<file path="config.mk">
export PLATFORM = sky130hd
export DESIGN_NAME = trap_ctrl
export DESIGN_NICKNAME = d
export VERILOG_FILES = /design/src/rtl/trap_ctrl_pkg.sv /design/src/rtl/trap_ctrl_irq_sync.sv /design/src/rtl/trap_ctrl.sv
export VERILOG_INCLUDE_DIRS = /design/src /design/src/rtl
export SDC_FILE = /design/constraint.sdc
export NUM_CORES = 1
export LEC_CHECK = 0
export CAP_MARGIN = 10
export CORE_AREA = 2 2 97 99
export CTS_CLUSTER_DIAMETER = 30
export DETAILED_ROUTE_END_ITERATION = 12
export DIE_AREA = 0 0 99 101
export HOLD_SLACK_MARGIN = 0.06
export PLACE_DENSITY = 0.72
export SLEW_MARGIN = 20
export SYNTH_ARGS = -nofsm -noshare
export SYNTH_HDL_FRONTEND = slang
export SYNTH_HIERARCHICAL = 1
export SYNTH_SLANG_ARGS = --single-unit
</file>
<file path="constraint.sdc">
create_clock -name clk -period 4.5 [get_ports clk]
set_input_delay 1.35 -clock clk [delete_from_list [all_inputs] [get_ports clk]]
set_output_delay 1.35 -clock clk [all_outputs]
set_load 0.02 [all_outputs]
</file>
<file path="src/rtl/common.vh">
// Shared address map for the core and its memory-mapped peripherals.
`ifndef COMMON_VH
`define COMMON_VH

`define TRAP_ADDR   32'h0000_0010

`define TC_PENDING  3'd0
`define TC_MASK     3'd1
`define TC_CAUSE    3'd2
`define TC_EPC      3'd3
`define TC_IE       3'd4

`define TC_BASE     32'hFFFF_FF00

`endif

</file>
<file path="src/rtl/trap_ctrl_pkg.sv">
// Types and constants shared by the trap controller and its users.
// Offsets and addresses come from common.vh so the core and controller agree.
package trap_ctrl_pkg;

`include "common.vh"

    localparam logic [31:0] TC_TRAP_ADDR = `TRAP_ADDR;
    localparam logic [31:0] TC_BASE_ADDR = `TC_BASE;
    localparam logic [3:0]  CAUSE_NONE   = 4'hF;

    typedef enum logic [2:0] {
        REG_PENDING = `TC_PENDING,
        REG_MASK    = `TC_MASK,
        REG_CAUSE   = `TC_CAUSE,
        REG_EPC     = `TC_EPC,
        REG_IE      = `TC_IE
    } reg_off_e;

    // Index of the lowest set bit; 0 when nothing is set (caller checks).
    function automatic logic [3:0] lowest_idx(input logic [15:0] v);
        logic [3:0] res;
        res = 4'd0;
        for (int i = 15; i >= 0; i--) begin
            if (v[i]) res = 4'(i);
        end
        return res;
    endfunction

endpackage

</file>
<file path="src/rtl/trap_ctrl_irq_sync.sv">
// Two-flop synchronizer plus rising-edge detector for one async irq line.
// Latency: edge pulse valid in the cycle after the second sync stage captures.
// Backpressure: none; one single-cycle pulse per rising edge.
module irq_sync (
    input  logic clk,
    input  logic reset_n,
    input  logic irq_a,
    output logic pulse
);

    logic s1_q, s2_q, s3_q;

    always_ff @(posedge clk or negedge reset_n) begin
        if (!reset_n) begin
            s1_q <= 1'b0;
            s2_q <= 1'b0;
            s3_q <= 1'b0;
        end else begin
            s1_q <= irq_a;
            s2_q <= s1_q;
            s3_q <= s2_q;
        end
    end

    assign pulse = s2_q & ~s3_q;

endmodule

</file>
<file path="src/rtl/trap_ctrl.sv">
// Interrupt/trap controller: pending/mask/IE registers, trap request, EPC/CAUSE capture.
// Latency: irq edge -> PENDING 3 edges, trap 1 edge later; register reads combinational.
// Backpressure: none; bus accesses complete in their strobe cycle.
module trap_ctrl
    import trap_ctrl_pkg::*;
#(
    parameter int          NIRQ = 8,
    parameter logic [31:0] BASE = TC_BASE_ADDR
) (
    input  logic            clk,
    input  logic            reset_n,
    input  logic [NIRQ-1:0] irq,
    output logic            trap,
    input  logic            strobe,
    input  logic            mem_rw,
    input  logic [31:0]     d_addr,
    input  logic [31:0]     d_wdata,
    output logic [31:0]     d_rdata,
    output logic            d_hit
);

    logic [NIRQ-1:0] irq_edge;
    logic [NIRQ-1:0] pending_q, pending_d;
    logic [NIRQ-1:0] mask_q;
    logic [NIRQ-1:0] active;
    logic [NIRQ-1:0] sel_oh;
    logic [3:0]      sel;
    logic [3:0]      cause_q;
    logic [31:0]     epc_q;
    logic            ie_q;
    logic            trap_q;
    logic            any_act;
    logic            in_win;
    logic            save;
    logic            wr_en;
    reg_off_e        off;

    for (genvar g = 0; g < NIRQ; g++) begin : g_sync
        irq_sync u_sync (
            .clk     (clk),
            .reset_n (reset_n),
            .irq_a   (irq[g]),
            .pulse   (irq_edge[g])
        );
    end

    assign in_win = (d_addr[31:3] == BASE[31:3]);
    assign off    = reg_off_e'(d_addr[2:0]);
    // The trap-save store is never a window write, even when it aliases into the window.
    assign save   = strobe & mem_rw & (d_addr == TC_TRAP_ADDR);
    assign wr_en  = strobe & mem_rw & in_win & ~save;
    assign d_hit  = strobe & ~mem_rw & in_win;

    assign active  = pending_q & mask_q;
    assign any_act = |active;
    assign sel     = lowest_idx(16'(active));
    assign sel_oh  = active & (~active + NIRQ'(1));

    // Clears first, then new edges, so a fresh edge always survives a same-cycle clear.
    always_comb begin
        pending_d = pending_q;
        if (wr_en && off == REG_PENDING) pending_d = pending_d & ~d_wdata[NIRQ-1:0];
        if (save) pending_d = pending_d & ~sel_oh;
        pending_d = pending_d | irq_edge;
    end

    always_ff @(posedge clk or negedge reset_n) begin
        if (!reset_n) begin
            pending_q <= '0;
            mask_q    <= '0;
            cause_q   <= 4'd0;
            epc_q     <= 32'd0;
            ie_q      <= 1'b0;
            trap_q    <= 1'b0;
        end else begin
            pending_q <= pending_d;
            trap_q    <= ie_q & any_act & ~save;
            if (wr_en && off == REG_MASK) mask_q <= d_wdata[NIRQ-1:0];
            if (save) begin
                ie_q    <= 1'b0;
                epc_q   <= d_wdata;
                cause_q <= any_act ? sel : CAUSE_NONE;
            end else if (wr_en && off == REG_IE) begin
                ie_q <= d_wdata[0];
            end
        end
    end

    always_comb begin
        d_rdata = 32'd0;
        if (d_hit) begin
            case (off)
                REG_PENDING: d_rdata = 32'(pending_q);
                REG_MASK:    d_rdata = 32'(mask_q);
                REG_CAUSE:   d_rdata = 32'(cause_q);
                REG_EPC:     d_rdata = epc_q;
                REG_IE:      d_rdata = 32'(ie_q);
                default:     d_rdata = 32'd0;
            endcase
        end
    end

    assign trap = trap_q;

endmodule

</file>
Yosys cells after proc, flatten, opt, wreduce, memory -nomap -nowiden
Cells that the tools add are included.
{ "word_totals": {"word_cells": 92, "inputBits": 76, "reg_bits": 78, "out_inout_bits": 34} }
{ "op_classes": {"mux": 15, "n_bitwise": 34, "n_addsub": 1, "n_reduce_logical": 6, "n_eq_ne": 6} }
{ "op_table": {"columns": ["op", "n"], "rows": [
  ["$pmux 32 s5", 1],
  ["$and 8x8->8", 4],
  ["$eq 32x5->1 const B", 1],
  ["$mux 32", 1],
  ["$eq 29x29->1 const B", 1],
  ["$mux 4", 7],
  ["$not 8->8", 3],
  ["$and 1x1->1", 16],
  ["$mux 8", 2],
  ["$not 1->1", 10],
  ["$add 8x1->8 const B", 1],
  ["$or 8x8->8", 1],
  ["$reduce_or 8->1", 1],
  ["$eq 3x2->1 const B", 2],
  ["$mux 3", 2],
  ["$eq 3x1->1 const B", 1],
  ["$eq 3x3->1 const B", 1],
  ["$logic_and 1x1->1", 3],
  ["$logic_not 3->1", 1],
  ["$mux 1", 2],
  ["$reduce_bool 2->1", 1]
]} }

Depth between registers and ports, before layout
{ "depth": {"word_depth": 10, "depth_mapped": 8, "mapped_depth_nobuf": 5} }

Modules after synthesis
Netlist, hierarchy kept.
{ "modules_own_cells": {"columns": ["module", "area_each_um2", "seq_area_each_um2", "n_inst", "cells_each"], "rows": [
  ["trap_ctrl", 2782.7, 1351.3, 1, 245],
  ["irq_sync", 88.8, 75.1, 8, 4]
]} }

Worst setup path before layout
OpenSTA, ideal clock, no wires.
{ "synth_timing": {"path_type": "input to output", "start": "in d_addr[5]", "end": "out d_rdata[11]", "required_time_ps": 3150, "path_buffers": 1, "arrival_ps": 3172, "slack_ps": -22, "stages": 6, "cell_sequence": "or4_1 -> nor4_1 -> nand3_1 -> nor3_1 -> clkbuf_1 -> and2_1"} }
{ "synth_between": {"elab_chain_cells": 3} }
{ "synth_rtl": {"columns": ["item", "line", "rtl"], "rows": [
  ["from (decl)", "trap_ctrl.sv:16", "input logic [31:0] d_addr,"],
  ["$eq 29x29->1", "trap_ctrl.sv:47", "assign in_win = (d_addr[31:3] == BASE[31:3]);"],
  ["$and 1x1->1", "trap_ctrl.sv:52", "assign d_hit = strobe & ~mem_rw & in_win;"],
  ["$mux 32", "trap_ctrl.sv:91", "if (d_hit) begin"],
  ["to (decl)", "trap_ctrl.sv:18", "output logic [31:0] d_rdata,"]
]} }
Every way passes these cells.

Final worst setup path
{ "layout_timing": {"start": "in d_addr[6]", "end": "out d_rdata[11]"} }
The elaborated chain is that of the path after synthesis.

==> out/results.md <==
| Parameter | Value |
|---|---|
| Post-route clock skew | 0.00722 ns |
| Number of buffers on the longest clock path | 2 |
| CTS Buf Count | 9 |
| Worst vdd ir | 0.153 mV |
| Vertical die dimension | 101 um |
| Routability Congestion | 0.759 |
| Violated checks | negative setup slack |
| Top routing layer used | met4 |
| Smallest setup slack after layout | -0.195 ns |
| Number of remaining DRC errors | 0 |
| Sum of net half-perimeters after detailed placement | 5.59 mm |
| GRT Util Overall | 18.6% |
| Antenna violations before repair | 0 |
| Final total negative setup slack | -4.66 ns |
| Tightest Pin Transition | 0.974 ns |
| Initial core utilization | 38.9% |
| Sw Ratio | 20.0% |
| Layout Nets | 510 |
| Top delay family on crit path | simple AND/OR/NAND/NOR gates |
| Critical path arrival | 3.35 ns |
| Slowest cell on crit path | sky130_fd_sc_hd__or4_4 |
| Via Count | 2,810 |
| Number of global-route vias before repair | 3,025 |
| Wire length reported by the detailed router | 9.40 mm |
| Setup-violating endpoint count in the final report | 32 |
| Number of sinks handled by clock tree synthesis | 78 |
| Count of unique library cells instantiated by Yosys | 37 |
| Power per Cell Area | 264 nW/um2 |
| Final std cell area, no fill | 5500 um2 |
| Setup slack, reg-to-reg | 2.77 ns |
| Rel. slew slack | 35.1% |
| Crit path largest cell delay | 0.54 ns |
| Die ar. | 10000 um2 |
| Cell Rows | 35 |
| Cells along the critical path | buf_6 -> or4_4 -> nor4_4 -> nand3_2 -> buf_6 -> nor3_4 -> buf_6 -> buf_4 -> and2_4 -> buf_6 |
| Total count of hold-check failures in the final report | 0 |
| Register-to-Register Path Depth | 5 |
| Hold WC Path Type | reg2reg |
| Maxcap violations | 0 |
| Required @ worst endpoint | 3.15 ns |
| Average vias per placed instance | 5.12 |
| Average wire length per cell after detail routing | 17.1 um |
| Result of the run | finished with violations |
| Total number of yosys warnings | 6 |
| Final worst path period need | 4.70 ns |
| Number of optimization iterations in the first detailed-route pass | 4 |
| Met2 wire length | 4.62 mm |
| Routed length on met1 | 3.91 mm |
| Post-synth design cell area | 3490 um2 |
| Die Wd | 99 um |
| Post-DP Area | 4830 um2 |
| Post-CTS clock slew at the launch and capture registers of the worst setup and hold paths | 0.08 ns |
| Clk Tree Root Cell | sky130_fd_sc_hd__clkbuf_8 |
| Initial DRC Count | 113 |
| Count of pins on the block boundary | 110 |
| Endpoint of the worst register-to-register path | pending_q[7] |
| Critical hold path startpoint | g_sync[4].u_sync/s1_q |
| Number of flip-flops and latches in the synthesized netlist | 78 |
| Power share of the clock group | 42.6% |
| Fin crit share | 104% |
| Combinational share of power | 8.1% |
| Pleak | 2.55 nW |
| Count of final max-slew check failures | 0 |
| Number of hold-repair buffers added at the cts stage | 0 |
| Post-synthesis cell count | 277 |
| Maximum clock frequency | 0.213 GHz |
| Largest net degree at the start of global routing | 79 |
| Worst hold path stage count | 0 |
| Avg Inst Size Synth | 12.6 um2 |
| Port-buffer cells | 109 |
| Floorplan core area | 8980 um2 |
| Fraction of final layout cells sized beyond drive strength 1 | 47.7% |
| Seq pwr share | 49.3% |
| Internal power | 0.00116 W |
| Fraction of the yosys area taken by sequential cells | 55.9% |
| Launch point of the worst reg-to-reg path | pending_q[0] |
| Clock tree from TritonCTS | yes |
| First-pass GRT wire length | 14.5 mm |
| Deepest level of the CTS H-tree | 3 |
| Post-detailed-route count of antenna-violating nets | 0 |
| Number of diodes | 0 |
| Smallest hold slack | 0.347 ns |
| Crit path buf inv count | 5 |
| Count of placed standard cells in the final layout, fillers left out | 549 |
| Source of the critical timing path | d_addr[6] |
| Worst min-delay path endpoint | g_sync[4].u_sync/s2_q |
| Syn-to-layout area delta | 57.4% |
| Cell type with the highest occurrence count on the critical path | sky130_fd_sc_hd__buf_6 |
| Total gr overflow | 0 |
| Clock insertion delay at the later pin of the skew report | 0.35 ns |
| Critical Path Source Type | input port |
| Kind of end point of the critical path | output port |
| Setup CP Type | in2out |
| Critical Path Fanout Max | 6 |
| Count of placed standard cells including taps | 504 |
| Unrepaired setup endpoints after global routing | yes |
| Net Switching | 0.000291 W |
| Number of nets produced by synthesis | 353 |
| Total met3 wirelength after detailed routing | 616 um |
through the flow:
stage	power, W	worst slack, ns	utilization (%)
after global placement	0.000850	-0.922	53.8
after floorplan	0.000753	-0.0104	-
after detailed placement	0.000852	-0.983	53.8
final	0.00145	-0.195	61.2
after global routing	0.00151	-0.257	61.2
after CTS	0.00147	-0.121	60.3
worst reg2reg max path, delay by kind of cell (launching register included):
family             cells  cell delay [ns]
and+or+nand+nor        3             0.68
AOI/OAI and AO/OA      2             0.49
DFF                    1             0.45
layout make-up:
class                      instances  area [um2]
clock inverter                     4        95.1
multi-input combinational        183        1640
inverter                           3        11.3
fill                             708        3480
sequential                        78        1950
timing repair buffer             159        1520
clock buffer                      11         141
tap                              111         139
power by group through the flow:
stage,Combinational [W],Sequential (W),Clock [W]
2_1_floorplan,0.0000232,0.000730,0
3_3_place_gp,0.000120,0.000730,0
3_5_place_dp,0.000121,0.000731,0
4_1_cts,0.000115,0.000717,0.000635
5_1_grt,0.000127,0.000718,0.000665
6_report,0.000118,0.000717,0.000619
cell usage after synthesis, drive strengths merged:
cell     number  area (um2)
or3           1        6.26
nand4         8        50.1
a2bb2oi       1        8.76
inv           3        11.3
nand2b        1        6.26
a21boi        1        7.51
or4           2        15.0
nor2         13        48.8
a22o          1        8.76
and4          1        8.76
mux2         43         484
a22oi         3        22.5
nor2b        14         148
a31o          8        70.1
a221oi        1        8.76
nor3b         1        7.51
a31oi         5        31.3
nand2        19        71.3
dfrtp        78        1950
nand3         7        35.0
buf           5        43.8
mux4          3        67.6
mux2i         5        50.1
o21ai         3        15.0
and3b         1        8.76
clkbuf        8        30.0
and2         27         169
nor3          2        10.0
nor4b         1        8.76
nand4b        1        8.76
nor4          7        58.8
a21oi         2        10.0
nand4bb       1        11.3
registers in the layout, indices dropped and copies added (netlist names):
register,cells
g_sync.u_sync/s3_q,8
g_sync.u_sync/s2_q,8
epc_q,32
mask_q,8
trap,1
pending_q,8
g_sync.u_sync/s1_q,8
cause_q,4
ie_q,1
cells by family (layout without fill, tap and decap cells):
group                  Yosys count  after routing  synth area share, %
AO/OA/AOI/OAI                   25             25                 5.23
buffers and inverters           16            177                 2.44
flip-flops                      78             78                 55.9
multiplexers                    51             51                 17.2
AND/OR/NAND/NOR                107            107                 19.2
metal layers:
| layer | vias to the layer above | global-route usage, % |
|---|---|---|
| met1 | 1383 | 21.6 |
| met2 | 100 | 32.3 |
| met3 | 23 | 5.06 |
| met4 | 0 | 8.32 |
| li1 | 1304 | - |
| met5 | - | 0 |
repair_timing:
action | CTS | global route
gates resized for setup | 250 | 69
buffers inserted | 28 | 2
pin swaps | 15 | 21
setup endpoints to repair | 33 | 40
gates cloned | 2 | 1
worst max-delay path by stage:
stage	endpoint	cells past startpoint
final	d_rdata[11]	10
after global routing	d_rdata[11]	10
after CTS	d_rdata[19]	11
after detailed placement	d_rdata[10]	9
after global placement	d_rdata[2]	8
after floorplan	d_rdata[1]	6
cell usage in the layout (no fill, tap or decap), drive strengths merged, types with 2 or more instances in the layout:
| cell type | synthesis | routed |
|---|---|---|
| clkdlybuf4s50 | 0 | 46 |
| nor2b | 14 | 14 |
| dfrtp | 78 | 78 |
| nand2 | 19 | 19 |
| dlygate4sd2 | 0 | 12 |
| mux2i | 5 | 5 |
| buf | 5 | 86 |
| mux4 | 3 | 3 |
| bufinv | 0 | 3 |
| o21ai | 3 | 3 |
| inv | 3 | 3 |
| nand4 | 8 | 8 |
| nor3 | 2 | 2 |
| or4 | 2 | 2 |
| clkbuf | 8 | 19 |
| a31o | 8 | 8 |
| nor4 | 7 | 7 |
| clkdlybuf4s15 | 0 | 7 |
| and2 | 27 | 27 |
| nor2 | 13 | 13 |
| a22oi | 3 | 3 |
| nand3 | 7 | 7 |
| a21oi | 2 | 2 |
| mux2 | 43 | 43 |
| a31oi | 5 | 5 |
No activity file was read; power rests on OpenSTA's default activity.
